## config.mk

```make
export PLATFORM = sky130hd
export DESIGN_NAME = memory_sequencer_flat
export DESIGN_NICKNAME = d
export VERILOG_FILES = /design/src/rtl/memory_sequencer_if.sv /design/src/rtl/memory_sequencer.sv /design/src/flat_wrapper.sv
export SDC_FILE = /design/constraint.sdc
export NUM_CORES = 1
export LEC_CHECK = 0
export CAP_MARGIN = 20
export CELL_PAD_IN_SITES_DETAIL_PLACEMENT = 2
export CELL_PAD_IN_SITES_GLOBAL_PLACEMENT = 2
export CORE_ASPECT_RATIO = 1.25
export CORE_MARGIN = 2
export CORE_UTILIZATION = 30
export DETAILED_ROUTE_END_ITERATION = 8
export MAX_ROUTING_LAYER = met4
export PLACE_DENSITY = 0.9
export SLEW_MARGIN = 0
export SYNTH_ARGS = -nofsm -noshare
export SYNTH_HDL_FRONTEND = slang
export SYNTH_SLANG_ARGS = --single-unit
export TNS_END_PERCENT = 10
```

## constraint.sdc

```tcl
create_clock -name clock -period 5.5 [get_ports clock]
set_clock_uncertainty 0.05 [all_clocks]
set_input_delay 1.1 -clock clock [delete_from_list [all_inputs] [get_ports clock]]
set_output_delay 1.1 -clock clock [all_outputs]
set_load 0.03 [all_outputs]
```

## src/rtl/memory_sequencer_if.sv

```systemverilog
// memory_sequencer_if: request/response handshake and memory_control wiring
// for memory_sequencer. The sequencer takes the slave modport; the upstream
// requester plus the memory_control side take the master modport.
interface memory_sequencer_if #(
  parameter int ADDR_WIDTH = 10,
  parameter int DATA_WIDTH = 16
);
  // request channel
  logic                  req_valid;
  logic                  req_ready;
  logic [ADDR_WIDTH-1:0] req_address;
  logic [DATA_WIDTH-1:0] req_data;
  // response channel
  logic                  rsp_valid;
  logic                  rsp_ready;
  logic [DATA_WIDTH-1:0] rsp_data;
  logic                  rsp_error;
  logic                  rsp_mismatch;
  // memory_control side
  logic                  mem_unlock;
  logic [ADDR_WIDTH-1:0] mem_address;
  logic [DATA_WIDTH-1:0] mem_data;
  logic [DATA_WIDTH-1:0] mem_buffer;
  logic                  mem_ready;
  // status
  logic                  busy;

  modport master (
    output req_valid, req_address, req_data, rsp_ready, mem_buffer, mem_ready,
    input  req_ready, rsp_valid, rsp_data, rsp_error, rsp_mismatch,
           mem_unlock, mem_address, mem_data, busy
  );

  modport slave (
    input  req_valid, req_address, req_data, rsp_ready, mem_buffer, mem_ready,
    output req_ready, rsp_valid, rsp_data, rsp_error, rsp_mismatch,
           mem_unlock, mem_address, mem_data, busy
  );
endinterface

```

## src/rtl/memory_sequencer.sv

```systemverilog
// memory_sequencer: command front-end for memory_control. Accepts one
// write-and-readback request per handshake, drives unlock/address/data,
// follows the mem_ready low->high sequence, captures the readback and returns
// it on the response channel. A watchdog aborts a transaction that spends
// TIMEOUT_CYCLES cycles in ARM+WAIT without completing.
// Optional feature: define MEMSEQ_VERIFY_EN to flag readback != written word
// on rsp_mismatch; otherwise rsp_mismatch is tied 0.
module memory_sequencer #(
  parameter int ADDR_WIDTH     = 10,
  parameter int DATA_WIDTH     = 16,
  parameter int TIMEOUT_CYCLES = 32
) (
  input  logic                  clock,
  input  logic                  reset,
  memory_sequencer_if.slave     bus
);

  typedef enum logic [1:0] {
    IDLE = 2'd0,
    ARM  = 2'd1,
    WAIT = 2'd2,
    RESP = 2'd3
  } state_t;

  // last watchdog value before abort; TIMEOUT_CYCLES is limited to 2..255
  localparam logic [7:0] WD_LAST = 8'(TIMEOUT_CYCLES - 1);

  state_t     state;
  logic [7:0] watchdog;

  // Sequencer FSM with all outputs registered alongside the state
  always_ff @(posedge clock or posedge reset) begin
    if (reset) begin
      state            <= IDLE;
      watchdog         <= 8'd0;
      bus.req_ready    <= 1'b1;
      bus.rsp_valid    <= 1'b0;
      bus.rsp_data     <= '0;
      bus.rsp_error    <= 1'b0;
      bus.rsp_mismatch <= 1'b0;
      bus.mem_unlock   <= 1'b0;
      bus.mem_address  <= '0;
      bus.mem_data     <= '0;
      bus.busy         <= 1'b0;
    end else begin
      case (state)
        IDLE: begin
          if (bus.req_valid) begin
            bus.mem_address <= bus.req_address;
            bus.mem_data    <= bus.req_data;
            bus.mem_unlock  <= 1'b1;
            bus.req_ready   <= 1'b0;
            bus.busy        <= 1'b1;
            watchdog        <= 8'd0;
            state           <= ARM;
          end else begin
            bus.req_ready   <= 1'b1;
            bus.busy        <= 1'b0;
          end
        end

        ARM: begin
          // controller acknowledges the unlock by dropping mem_ready
          if (!bus.mem_ready) begin
            watchdog <= watchdog + 8'd1;
            state    <= WAIT;
          end else if (watchdog == WD_LAST) begin
            bus.mem_unlock   <= 1'b0;
            bus.rsp_error    <= 1'b1;
            bus.rsp_data     <= '0;
            bus.rsp_mismatch <= 1'b0;
            bus.rsp_valid    <= 1'b1;
            state            <= RESP;
          end else begin
            watchdog <= watchdog + 8'd1;
          end
        end

        WAIT: begin
          // mem_ready returning high means the readback is in mem_buffer
          if (bus.mem_ready) begin
            bus.rsp_data   <= bus.mem_buffer;
            bus.rsp_error  <= 1'b0;
            bus.mem_unlock <= 1'b0;
            bus.rsp_valid  <= 1'b1;
`ifdef MEMSEQ_VERIFY_EN
            bus.rsp_mismatch <= (bus.mem_buffer != bus.mem_data);
`else
            bus.rsp_mismatch <= 1'b0;
`endif
            state <= RESP;
          end else if (watchdog == WD_LAST) begin
            bus.mem_unlock   <= 1'b0;
            bus.rsp_error    <= 1'b1;
            bus.rsp_data     <= '0;
            bus.rsp_mismatch <= 1'b0;
            bus.rsp_valid    <= 1'b1;
            state            <= RESP;
          end else begin
            watchdog <= watchdog + 8'd1;
          end
        end

        RESP: begin
          // response held stable until consumed; rsp_data keeps its value
          if (bus.rsp_ready) begin
            bus.rsp_valid    <= 1'b0;
            bus.rsp_error    <= 1'b0;
            bus.rsp_mismatch <= 1'b0;
            bus.req_ready    <= 1'b1;
            bus.busy         <= 1'b0;
            state            <= IDLE;
          end else begin
            bus.rsp_valid    <= 1'b1;
          end
        end

        default: begin
          state            <= IDLE;
          watchdog         <= 8'd0;
          bus.req_ready    <= 1'b1;
          bus.rsp_valid    <= 1'b0;
          bus.rsp_error    <= 1'b0;
          bus.rsp_mismatch <= 1'b0;
          bus.mem_unlock   <= 1'b0;
          bus.busy         <= 1'b0;
        end
      endcase
    end
  end

endmodule

```

## src/flat_wrapper.sv

```systemverilog
// flat-port wrapper written by rule: the top's interface ports become plain ports
module memory_sequencer_flat 
#(
  parameter int ADDR_WIDTH     = 10,
  parameter int DATA_WIDTH     = 16,
  parameter int TIMEOUT_CYCLES = 32
)
  (clock, reset, bus_req_valid, bus_req_address, bus_req_data, bus_rsp_ready, bus_mem_buffer, bus_mem_ready, bus_req_ready, bus_rsp_valid, bus_rsp_data, bus_rsp_error, bus_rsp_mismatch, bus_mem_unlock, bus_mem_address, bus_mem_data, bus_busy);
  memory_sequencer_if #(.ADDR_WIDTH(ADDR_WIDTH), .DATA_WIDTH(DATA_WIDTH)) bus_i ();
  input  logic clock;
  input  logic reset;
  input wire logic [$bits(bus_i.req_valid)-1:0] bus_req_valid;
  input wire logic [$bits(bus_i.req_address)-1:0] bus_req_address;
  input wire logic [$bits(bus_i.req_data)-1:0] bus_req_data;
  input wire logic [$bits(bus_i.rsp_ready)-1:0] bus_rsp_ready;
  input wire logic [$bits(bus_i.mem_buffer)-1:0] bus_mem_buffer;
  input wire logic [$bits(bus_i.mem_ready)-1:0] bus_mem_ready;
  output wire logic [$bits(bus_i.req_ready)-1:0] bus_req_ready;
  output wire logic [$bits(bus_i.rsp_valid)-1:0] bus_rsp_valid;
  output wire logic [$bits(bus_i.rsp_data)-1:0] bus_rsp_data;
  output wire logic [$bits(bus_i.rsp_error)-1:0] bus_rsp_error;
  output wire logic [$bits(bus_i.rsp_mismatch)-1:0] bus_rsp_mismatch;
  output wire logic [$bits(bus_i.mem_unlock)-1:0] bus_mem_unlock;
  output wire logic [$bits(bus_i.mem_address)-1:0] bus_mem_address;
  output wire logic [$bits(bus_i.mem_data)-1:0] bus_mem_data;
  output wire logic [$bits(bus_i.busy)-1:0] bus_busy;
  assign bus_i.req_valid = bus_req_valid;
  assign bus_i.req_address = bus_req_address;
  assign bus_i.req_data = bus_req_data;
  assign bus_i.rsp_ready = bus_rsp_ready;
  assign bus_i.mem_buffer = bus_mem_buffer;
  assign bus_i.mem_ready = bus_mem_ready;
  assign bus_req_ready = bus_i.req_ready;
  assign bus_rsp_valid = bus_i.rsp_valid;
  assign bus_rsp_data = bus_i.rsp_data;
  assign bus_rsp_error = bus_i.rsp_error;
  assign bus_rsp_mismatch = bus_i.rsp_mismatch;
  assign bus_mem_unlock = bus_i.mem_unlock;
  assign bus_mem_address = bus_i.mem_address;
  assign bus_mem_data = bus_i.mem_data;
  assign bus_busy = bus_i.busy;
  memory_sequencer #(.ADDR_WIDTH(ADDR_WIDTH), .DATA_WIDTH(DATA_WIDTH), .TIMEOUT_CYCLES(TIMEOUT_CYCLES)) u_core (.clock(clock), .reset(reset), .bus(bus_i));
endmodule
```

==> PnR_summary.wiki <==
{| class="wikitable"
! Metric !! Value
|-
| Status || completed
|-
| Portion of the post-synthesis area used by sequential elements || 56.4%
|-
| Total nets after synthesis || approximately 260
|-
| Number of buffers created by CTS || 9
|-
| Power density over the cells || 609 nW/µm²
|-
| Post-Synth Simple-Gate Area || around a tenth
|-
| Switching power share of the total || between 40% and 50%
|-
| Setup Crit Path Kind || in -> reg
|-
| Final min period || 2.99 ns
|-
| Sequential power share || 30.6%
|-
| Critical Path Sink || u_core.watchdog[1]
|-
| ANT nets after route || 0
|-
| Part of the total power dissipated in the clock network || around 18%
|-
| Post-synthesis share of cell area spent on full adders, half adders and majority gates || 3.40%
|-
| Mapped Cells || ~200
|-
| Wire length of the first global-routing pass || 13,100 µm
|-
| Headroom to the max-slew limit || 40.3%
|-
| Starting density of the core || ~31%
|-
| Critical Path Source || bus_mem_ready
|-
| Post-synthesis compound-gate area fraction || between 10% and 20%
|-
| Ordered list of cells on the worst path || clkdlybuf4s50_1 > and2_1 > nor3_2 > o21ai_0 > a32o_1
|-
| Number of endpoints with negative hold slack in the final report || 0
|-
| Ratio of routed vias to standard cells || around 5.2
|-
| Global Route met1 Usage || a little over a fifth
|-
| Die Footprint || just over 9000 µm²
|-
| Worst R2R End || u_core.watchdog[1]
|-
| Post-synthesis async set-or-reset flop share || 100%
|-
| Power spent charging and discharging nets || about 960 µW
|-
| Clock sink total || between 50 and 60
|-
| Sequential Area || between 1000 and 1500 µm²
|-
| Wirelength, routed || 8100 µm
|-
| Slowest cell on crit path || nor3_2
|-
| Worst VDD drop || roughly 0.27 mV
|-
| Mux cell area share after synthesis || 11.8%
|-
| Cell area after layout || between 3000 and 4000 µm²
|-
| Largest family of logic cells by synthesized area || compound AO/OA/AOI/OAI gates
|-
| Buffers inserted during post-CTS setup optimization || 0
|-
| Cells resized by post-CTS repair || 0
|-
| Gr usage total || 19.2%
|-
| Total negative slack || 0 ns
|-
| Yosys cell types || 42
|-
| Area growth from synthesis to layout || 49.3%
|-
| Layout cell share with drive strength beyond 1 || approximately 17%
|-
| Netlist Area Pre-Place || 2580 µm²
|-
| Fillcell total || about 820
|-
| Reg-to-reg critical path startpoint || u_core.state[0]
|-
| Clock-pin slew of the registers on the worst-case setup and hold paths || approximately 0.070 ns
|-
| Mapped Avg Cell Area || 12.7 µm²
|-
| Leakage power || about 1.6 nW
|-
| TritonCTS clock tree || done
|-
| R2R setup slack || just under 3 ns
|-
| Warnings, synthesis || 0
|-
| Post-cts hold buffer count || 0
|-
| Maximum number of pins on one net before global-route repair || 59
|-
| Width of the die || between 80 and 90 µm
|-
| Synthesis-stage register bit count || between 50 and 60
|-
| Count of final max-slew check failures || 0
|-
| Row Count || 37
|-
| Initial drt markers || 61
|-
| Crit. End Element || register
|-
| Post-synthesis xor/xnor area fraction || less than 1%
|-
| CTS HTree Levels || 3
|-
| R2R cell count || 6
|-
| Vias post-DR || about 2,100
|-
| Initial antenna violation count || 0
|-
| Actual slew at the worst max-slew pin || 0.895 ns
|-
| Ys flop type || dfrtp_1
|-
| Buffers added on ports || between 90 and 100
|-
| Met2 routing resource usage after global routing || about a third
|-
| Half-perimeter wire length after detailed placement || approximately 5700 µm
|-
| DR WL/cell || 20.0 µm
|-
| Critical path required time || 5.67 ns
|-
| Footprint of the multi-input gates || 1060 µm²
|-
| Number of enable-type register cells in the synthesized netlist || 0
|-
| Clock tree root driver cell || clkbuf_8
|-
| Die Ht || 108 µm
|-
| # setup viols final || 0
|-
| Final period utilization || 54.4%
|-
| Slowest cell delay on critical path || between 0.5 and 0.6 ns
|-
| Cell Area, Placed || 3640 µm²
|-
| Type of the most critical hold path || reg -> reg
|-
| Post-layout net count || 357
|-
| Number of placed I/O pins || 95
|-
| Clock latency of the later-clocked register in the worst-skew pair || roughly 0.34 ns
|-
| Post-Place Setup Slack || 2.15 ns
|-
| Fraction of power consumed by combinational cells || ~52%
|-
| Std-Cell Core Area || just over 8000 µm²
|-
| Final setup margin || roughly 2.5 ns
|-
| Detailed Routing Iterations Pass 1 || 4
|-
| WP data arrival || 3.16 ns
|-
| CP max FO || 22
|-
| Final routed DRC violation total || 0
|-
| Unrepaired setup endpoints after global routing || no
|-
| Last weighted congestion value of the routability-driven placer || 0.780
|-
| Max Root-Sink Buffers || 2
|-
| Global-route track usage on met3 || 6.13%
|-
| Internal Pwr Total || 1.39 mW
|-
| Global route total overflow || 0
|-
| Number of max-cap violations || 0
|-
| Startpoint types || primary input
|-
| Global routing's busiest layer || met2
|-
| Antenna diode count || 0
|-
| Fmax achieved || 334 MHz
|-
| Vias in the first global route || between 2,000 and 2,500
|}
-- placed cells by master, fill, tap and decap left out, types with 6 or more instances in the layout --
master and count:
clkdlybuf4s50_1 94, a21oi_1 7, mux2_2 26, a22o_1 17, clkbuf_8 11, dfrtp_1 57
nor2_1 9, o21ai_0 6, ha_1 7
-- metrics by stage --
step	hold slack, ns	util [%]	cells	total power, mW
2_1_floorplan	0.443	-	203	1.43
3_3_place_gp	0.427	43.6	388	1.88
3_5_place_dp	0.421	44.0	389	1.95
4_1_cts	0.453	46.4	405	2.38
5_1_grt	0.464	46.4	405	2.48
6_report	0.444	46.4	405	2.34
-- Yosys cell counts, types with 2 or more instances --
library cell  number  area (µm²)
a22o_1            17         149
mux2_2            26         293
o22ai_1            2        12.5
a21o_1             3        22.5
a31oi_1            2        12.5
nand2_1            5        18.8
ha_1               7        87.6
nand4_1            3        18.8
and3_1             2        12.5
buf_2              6        30.0
or3_1              2        12.5
dfrtp_1           57        1430
nor2b_1            4        25.0
and2_1             2        12.5
a32o_1             3        30.0
o21ai_0            6        30.0
a21oi_1            7        35.0
o31ai_1            3        22.5
nor2_1             9        33.8
a311oi_1           3        26.3
inv_1              6        22.5
nand3_1            4        20.0
nor3_1             5        25.0
-- state kept, by name, indices dropped and copies added, names as in the netlist --
| register | flops |
|---|---|
| u_core.bus.busy | 1 |
| u_core.bus.mem_address | 10 |
| u_core.bus.mem_data | 16 |
| u_core.bus.mem_unlock | 1 |
| u_core.bus.req_ready | 1 |
| u_core.bus.rsp_data | 16 |
| u_core.bus.rsp_error | 1 |
| u_core.bus.rsp_mismatch | 1 |
| u_core.bus.rsp_valid | 1 |
| u_core.state | 2 |
| u_core.watchdog | 8 |
-- area by class of cell --
| class | instances | area share [%] |
|---|---|---|
| flip-flops and latches | 58 | 37.8 |
| inverters | 6 | 0.585 |
| clock inverters | 4 | 1.30 |
| well taps | 97 | 3.15 |
| multi-input cells | 131 | 27.6 |
| clock buffers | 12 | 4.03 |
| repair buffers | 97 | 25.6 |
-- metal layers --
| metal | vias up | part of all wire [%] |
|---|---|---|
| met5 | - | 0 |
| met4 | 0 | 2.0 |
| met3 | 12 | 5.8 |
| met2 | 74 | 55 |
| met1 | 1080 | 37 |
| li1 | 960 | - |
-- how the worst min path moves through the flow --
stage | startpoint | to | depth (start not counted)
floorplan | u_core.watchdog[0] | u_core.watchdog[0] | 1
global placement | u_core.bus.rsp_mismatch | u_core.bus.rsp_mismatch | 1
detailed placement | u_core.bus.rsp_mismatch | u_core.bus.rsp_mismatch | 1
CTS | u_core.bus.rsp_mismatch | u_core.bus.rsp_mismatch | 1
global route | u_core.bus.mem_address[1] | u_core.bus.mem_address[1] | 1
finish | u_core.bus.rsp_mismatch | u_core.bus.rsp_mismatch | 1
-- logic make-up (layout without fill, tap and decap cells) --
kind of cell               count (synthesis)  in the layout
AOI/OAI and AO/OA                         51             51
xor gates and xnor gates                   1              1
adders and majority gates                  7              7
buffers and inverters                     14            119
DFF                                       58             58
muxes                                     27             27
and+or+nand+nor                           45             45
-- power groups by stage --
stage          sequential (mW)  combinational [mW]  clock, mW
2_1_floorplan             1.04               0.390          0
3_3_place_gp             0.706                1.17          0
3_5_place_dp             0.724                1.22          0
4_1_cts                  0.722                1.23      0.426
5_1_grt                  0.740                1.30      0.442
6_report                 0.717                1.22      0.411
-- worst max-delay path: cells and delay by family --
kind / cells / cell delay, ns
AO/OA/AOI/OAI: 2 / 0.46
buffers and inverters: 1 / 0.53
AND/OR/NAND/NOR: 2 / 1.06
(Power assumes the default switching activity.)
